==> src/rtl/sysctrl_master_pkg.sv <==
// Shared types for the sysctrl byte-frame initiator: command codes, FSM states
// and the default inter-strobe gap.
package sysctrl_master_pkg;

    typedef enum logic [7:0] {
        CmdStatus  = 8'd0,
        CmdLeds    = 8'd1,
        CmdColor   = 8'd2,
        CmdButtons = 8'd3,
        CmdConfig  = 8'd4,
        CmdInt     = 8'd5
    } cmd_e;

    typedef enum logic [2:0] {
        StIdle,
        StStart,
        StGap,
        StData,
        StCap,
        StDone
    } state_e;

    // Which kind of frame is in flight: external request or one of the two poll frames.
    typedef enum logic [1:0] {
        PollNone,
        PollRead,
        PollAck
    } poll_e;

    localparam int unsigned DEFAULT_GAP = 2;

endpackage

==> src/rtl/sysctrl_master_pacer.sv <==
// Strobe pacing: reloads a gap down-counter on every strobe and flags the last
// quiet cycle so the next byte may go out on the following cycle.
module sysctrl_master_pacer
    import sysctrl_master_pkg::*;
#(
    parameter int unsigned GAP = DEFAULT_GAP
) (
    input  logic clk,
    input  logic reset_n,
    input  logic fire,
    output logic strobe,
    output logic slot
);

    logic [7:0] cnt_q, cnt_d;

    always_comb begin
        cnt_d = cnt_q;
        if (fire) begin
            cnt_d = 8'(GAP);
        end else if (cnt_q != 8'd0) begin
            cnt_d = cnt_q - 8'd1;
        end
    end

    always_ff @(posedge clk or negedge reset_n) begin
        if (!reset_n) begin
            cnt_q <= 8'd0;
        end else begin
            cnt_q <= cnt_d;
        end
    end

    assign strobe = fire;
    assign slot   = (cnt_q == 8'd1);

endmodule

==> src/rtl/sysctrl_master.sv <==
// Initiator for the MCU byte-frame control protocol: one request becomes a paced
// cmd + payload frame with per-byte response capture. Optional IRQ polling is
// enabled by defining SYSCTRL_MASTER_IRQ_POLL_EN.
module sysctrl_master
    import sysctrl_master_pkg::*;
#(
    parameter int unsigned MAX_LEN = 8,
    parameter int unsigned GAP     = DEFAULT_GAP
) (
    input  logic                   clk,
    input  logic                   reset_n,
    input  logic                   req_valid,
    output logic                   req_ready,
    input  logic [7:0]             req_cmd,
    input  logic [3:0]             req_len,
    input  logic [8*MAX_LEN-1:0]   req_payload,
    output logic                   rsp_valid,
    output logic [3:0]             rsp_len,
    output logic [8*MAX_LEN-1:0]   rsp_data,
    output logic                   busy,
    output logic                   bus_strobe,
    output logic                   bus_start,
    output logic [7:0]             bus_dout,
    input  logic [7:0]             bus_din,
    input  logic                   irq_n,
    output logic [7:0]             irq_vec,
    output logic                   irq_vec_valid
);

    localparam logic [3:0] MaxLen = 4'(MAX_LEN);

    state_e     state_q, state_d;
    poll_e      poll_q, poll_d;
    logic [7:0] cmd_q, cmd_d;
    logic [3:0] len_q, len_d;
    logic [3:0] idx_q, idx_d;
    logic [7:0] pay_q [MAX_LEN];
    logic [7:0] pay_d [MAX_LEN];
    logic [7:0] rsp_q [MAX_LEN];
    logic [7:0] rsp_d [MAX_LEN];
    logic [7:0] vec_q, vec_d;
    logic [7:0] dout_q;
    logic [7:0] cur_byte;
    logic [3:0] len_clamped;
    logic       fire, slot, poll_req;

    sysctrl_master_pacer #(
        .GAP (GAP)
    ) u_pacer (
        .clk     (clk),
        .reset_n (reset_n),
        .fire    (fire),
        .strobe  (bus_strobe),
        .slot    (slot)
    );

    assign fire        = (state_q == StStart) || (state_q == StData);
    assign len_clamped = (req_len > MaxLen) ? MaxLen : req_len;

`ifdef SYSCTRL_MASTER_IRQ_POLL_EN
    assign poll_req      = !irq_n && !req_valid;
    assign irq_vec       = vec_q;
    assign irq_vec_valid = (state_q == StDone) && (poll_q == PollAck);
`else
    logic unused_poll;
    assign unused_poll   = ^{irq_n, vec_q};
    assign poll_req      = 1'b0;
    assign irq_vec       = 8'h00;
    assign irq_vec_valid = 1'b0;
`endif

    always_comb begin
        cur_byte = cmd_q;
        if (state_q == StData) begin
            for (int i = 0; i < int'(MAX_LEN); i++) begin
                if (idx_q == 4'(i)) cur_byte = pay_q[i];
            end
        end
    end

    always_comb begin
        state_d = state_q;
        poll_d  = poll_q;
        cmd_d   = cmd_q;
        len_d   = len_q;
        idx_d   = idx_q;
        pay_d   = pay_q;
        rsp_d   = rsp_q;
        vec_d   = vec_q;
        unique case (state_q)
            StIdle: begin
                if (req_valid) begin
                    cmd_d   = req_cmd;
                    len_d   = len_clamped;
                    idx_d   = 4'd0;
                    for (int i = 0; i < int'(MAX_LEN); i++) pay_d[i] = req_payload[8*i +: 8];
                    poll_d  = PollNone;
                    state_d = StStart;
                end else if (poll_req) begin
                    cmd_d    = CmdInt;
                    len_d    = 4'd1;
                    idx_d    = 4'd0;
                    pay_d[0] = 8'h00;
                    poll_d   = PollRead;
                    state_d  = StStart;
                end
            end
            StStart: state_d = StGap;
            StGap: begin
                if (slot) state_d = (idx_q < len_q) ? StData : StDone;
            end
            StData: state_d = StCap;
            StCap: begin
                // Responder registered data_out on the strobe edge; it is valid now.
                if (poll_q == PollNone) begin
                    for (int i = 0; i < int'(MAX_LEN); i++) begin
                        if (idx_q == 4'(i)) rsp_d[i] = bus_din;
                    end
                end else if (poll_q == PollRead) begin
                    vec_d = bus_din;
                end
                idx_d = idx_q + 4'd1;
                if (slot) begin
                    state_d = (({1'b0, idx_q} + 5'd1) < {1'b0, len_q}) ? StData : StDone;
                end else begin
                    state_d = StGap;
                end
            end
            StDone: begin
                if (poll_q == PollRead) begin
                    // Chain straight into the acknowledge frame so req_ready never rises.
                    cmd_d    = CmdInt;
                    len_d    = 4'd1;
                    idx_d    = 4'd0;
                    pay_d[0] = vec_q;
                    poll_d   = PollAck;
                    state_d  = StStart;
                end else begin
                    poll_d  = PollNone;
                    state_d = StIdle;
                end
            end
            default: state_d = StIdle;
        endcase
    end

    always_ff @(posedge clk or negedge reset_n) begin
        if (!reset_n) begin
            state_q <= StIdle;
            poll_q  <= PollNone;
            cmd_q   <= 8'h00;
            len_q   <= 4'd0;
            idx_q   <= 4'd0;
            vec_q   <= 8'h00;
            dout_q  <= 8'h00;
            for (int i = 0; i < int'(MAX_LEN); i++) begin
                pay_q[i] <= 8'h00;
                rsp_q[i] <= 8'h00;
            end
        end else begin
            state_q <= state_d;
            poll_q  <= poll_d;
            cmd_q   <= cmd_d;
            len_q   <= len_d;
            idx_q   <= idx_d;
            vec_q   <= vec_d;
            pay_q   <= pay_d;
            rsp_q   <= rsp_d;
            if (bus_strobe) dout_q <= cur_byte;
        end
    end

    always_comb begin
        rsp_data = '0;
        for (int i = 0; i < int'(MAX_LEN); i++) rsp_data[8*i +: 8] = rsp_q[i];
    end

    assign bus_dout  = bus_strobe ? cur_byte : dout_q;
    assign bus_start = (state_q == StStart);
    assign busy      = (state_q != StIdle);
    assign req_ready = (state_q == StIdle);
    assign rsp_valid = (state_q == StDone) && (poll_q == PollNone);
    assign rsp_len   = len_q;

endmodule

==> config.mk <==
export PLATFORM = sky130hd
export DESIGN_NAME = sysctrl_master
export DESIGN_NICKNAME = d
export VERILOG_FILES = /design/src/rtl/sysctrl_master_pkg.sv /design/src/rtl/sysctrl_master_pacer.sv /design/src/rtl/sysctrl_master.sv
export SDC_FILE = /design/constraint.sdc
export NUM_CORES = 1
export LEC_CHECK = 0
export CORE_ASPECT_RATIO = 0.6
export CORE_MARGIN = 2
export CORE_UTILIZATION = 50
export CTS_BUF_LIST = sky130_fd_sc_hd__clkbuf_2 sky130_fd_sc_hd__clkbuf_4 sky130_fd_sc_hd__clkbuf_8
export CTS_CLUSTER_SIZE = 40
export DETAILED_ROUTE_END_ITERATION = 10
export PLACE_DENSITY = 0.84
export SLEW_MARGIN = 20
export SYNTH_ARGS = -nofsm -noshare
export SYNTH_HDL_FRONTEND = slang
export SYNTH_HIERARCHICAL = 1
export SYNTH_SLANG_ARGS = --single-unit
==> constraint.sdc <==
create_clock -name clk -period 2.8 [get_ports clk]
set_clock_uncertainty 0.1 [all_clocks]
set_input_delay 0.42 -clock clk [delete_from_list [all_inputs] [get_ports clk]]
set_output_delay 0.42 -clock clk [all_outputs]
set_load 0.01 [all_outputs]
==> impl_metrics.tcl <==
set metrics [dict create \
    post-route-period-util_pct 111 \
    antenna_found_initial 0 \
    r2r-start "idx_q[2]" \
    r2r_end "state_q[1]" \
    ys_ff_latch 163 \
    grt_pass1_wl_um 35000 \
    final_nets 1056 \
    cts.sinks 163 \
    cts_tree "done" \
    grt_start_max_net_pins 94 \
    io_buffers 167 \
    cp.required_ns 2.28 \
    syn_area_mm2 0.00770 \
    slowest_stage "dfrtp_1" \
    critical_path_class "flip-flop to output pin" \
    routed_wl_um 23200 \
    synth-simple-area-share_pct 18.0 \
    synth_top_family_by_area "simple AND/OR/NAND/NOR gates" \
    drc 0 \
    relSlewSlack_pct 34.2 \
    synth_ff_type "dfrtp_1" \
    finalHoldViolCount 0 \
    outcome "complete, but fails checks" \
    vias 6650 \
    synth_area_per_cell_um2 10.2 \
    crit_path_max_fanout 6 \
    root_buffer "clkbuf_8" \
    failed_checks "negative setup slack" \
    worstRegToRegCells 8 \
    final_antenna_net_count 0 \
    p_per_area_mw_per_mm2 663 \
    synth.area.mux_share_pct 9.78 \
    cts_inserted_buffers 17 \
    fin_crit_ns 3.10 \
    synth_xor_area_share_pct 0.227 \
    routedWlPerCell_um 19.8 \
    arrival_ns 2.58 \
    clock_path_buffers 2 \
    critPathCaptureType "output pin" \
    worstPathCellList "inv_2, ha_4, and4bb_4, buf_8, o2bb2ai_4, o22ai_2, a221oi_2, a221o_1, buf_2" \
    synth_compound_gate_area_share_pct 12.3 \
    syn2layout_area_growth_pct 37.5 \
    multi_input_area_mm2 0.00368 \
    fp.dieArea_mm2 0.0164 \
    endpoint "bus_dout[1]" \
    design.core.area_mm2 0.0152 \
    max_cap_violations 0 \
    grt.total_usage_pct 27.9 \
    worst_slew_pin_slew_ns 0.978 \
    worst_setup_path_start_kind "flip-flop" \
    grt_pass1_vias 6368 \
    n_fill_cell 1096 \
    async_reset_ff_share_pct 100 \
    ys.warnings.count 6 \
    setup_tns_ns -2.04 \
    die_w_um 164 \
    slew_viol_final 0 \
    dp_hpwl_um 15600 \
    crit_start "idx_q[0]" \
    clock.fmax_mhz 323 \
    ios 178 \
    n_antenna_cell 0 \
    drive_above_1_share_pct 23.7 \
    leakagePower_nw 4.73 \
    globalplace.congestion 0.947 \
    synth_seq_area_share_pct 52.9 \
    fin_util_pct 69.7 \
    die_h_um 100 \
    synth_edf_count 0 \
    rsz0062_at_grt "true" \
    drt_iter0_drc 757 \
    holdCritPathClass "primary input to async pin" \
    htreeDepth 4 \
    worst_slack_ns -0.296 \
    setup_viol 8 \
    regArea_mm2 0.00408 \
    rows 35 \
    clk_pin_slew_worst_paths_ns 0.10 \
    critPathMaxStageDelay_ns 0.43 \
    worstSkewPairLatency_ns 0.45 \
    ir_drop_mv 0.343 \
    synth_fa_ha_area_share_pct 2.11 \
    overflow 0 \
    synth_cell_types 59 \
    syn_inst 758 \
    vias_per_cell 5.68 \
    r2r_setup_slack_ns 0.53 \
    start_util_pct 50.7 \
    dr.pass1.iters 6 \
]
-- synth_stat cells (all sizes together), types with 3 or more instances --
cell type,number,area share (%)
a21oi,41,2.7
nand2,215,11
o221ai,8,0.91
a31oi,4,0.32
dfrtp,163,53
nor2,20,1.2
or4,4,0.44
nand3b,7,0.68
ha,13,2.1
o211ai,3,0.29
o2bb2ai,6,1.2
nor2b,18,1.5
buf,39,3.1
nand2b,3,0.28
nand3,14,0.91
inv,21,1.0
a221o,8,1.0
o22ai,10,0.81
clkbuf,10,0.49
nor3,11,0.78
mux2,66,9.6
a221oi,8,0.91
o21ai,27,1.8
or2,3,0.24
a21boi,3,0.29
a211oi,7,0.68
-- critical path: cells and delay by family (launching register included) --
family	cells	cell delay (ns)
buffers and inverters	3	0.37
AOI/OAI and AO/OA	4	0.77
DFF	1	0.43
adders and majority gates	1	0.19
and+or+nand+nor	1	0.36
-- power by group --
part	switching [W]	internal, W
combinational	0.00124	0.00101
clock	0.000949	0.000741
sequential	0.000351	0.00273
-- cells by family (layout without fill, tap and decap cells) --
family	Yosys count	count (layout)
fa+ha+maj	13	13
mux	67	67
other cells	1	9
compound gates	138	138
simple gates	304	304
buf+inv	70	272
flops	163	163
xor+xnor	2	2
-- through the flow --
step	total power [W]	worst slack (ns)	instance area, µm²	cells	hold WS [ns]
floorplan	0.00418	0.398	7730	766	0.0244
global placement	0.00499	-0.292	9720	1125	0.107
detailed placement	0.00507	-0.337	9720	1125	0.107
CTS	0.00688	-0.214	10500	1166	0.199
global route	0.00738	-0.421	10600	1171	0.202
finish	0.00702	-0.296	10600	1171	0.208
-- registers in the layout, indices dropped and copies added (netlist names) --
signal,count
pay_q,64
state_q,3
dout_q,8
idx_q,4
cmd_q,8
rsp_data,64
u_pacer/cnt_q,8
rsp_len,4
-- repair_timing --
action | in CTS | in global routing
endpoints found under the hold margin | 163 | 0
setup endpoints to repair | 8 | 8
hold buffers | 1 | 0
setup buffers | 8 | 5
pin swaps | 25 | 10
resized for setup | 99 | 23
-- routing by layer --
layer  track usage, %  share of wire, %  vias up
met3             8.06                10       57
met4             6.95               2.2        0
met5                0                 0        -
li1                 -                 -     2984
met1             42.0                45     3230
met2             39.6                43      379
-- cells in the final DEF (no fill, tap or decap), types with 8 or more instances in the layout --
cell type and instances:
ha_1 9, o21ai_0 20, clkbuf_8 17, inv_1 18, nor3_1 10, a221o_1 8, conb_1 9, nand3_1 14
a21oi_2 13, nor2b_1 17, a221oi_2 8, dfrtp_1 162, buf_4 42, a21oi_1 26, nor2_1 15, nand2_1 204
mux2_2 61, clkdlybuf4s50_1 158
-- final cells by class --
| class | instances | share of cell area (%) |
|---|---|---|
| flip-flops and latches | 163 | 38.5 |
| multi-input cells | 533 | 34.8 |
| repair buffers | 219 | 19.9 |
| well taps | 203 | 2.40 |
| clock buffers | 18 | 2.28 |
| clock inverters | 14 | 1.36 |
| inverters | 21 | 0.803 |
-- worst min-delay path by stage --
stage | from | endpoint
after detailed placement | reset_n | rsp_len[0]
after floorplan | reset_n | cmd_q[0]
final | reset_n | rsp_len[0]
after global routing | reset_n | rsp_len[0]
after CTS | reset_n | rsp_len[0]
after global placement | reset_n | rsp_len[0]
Note: power is estimated with default switching activity, not from simulation.
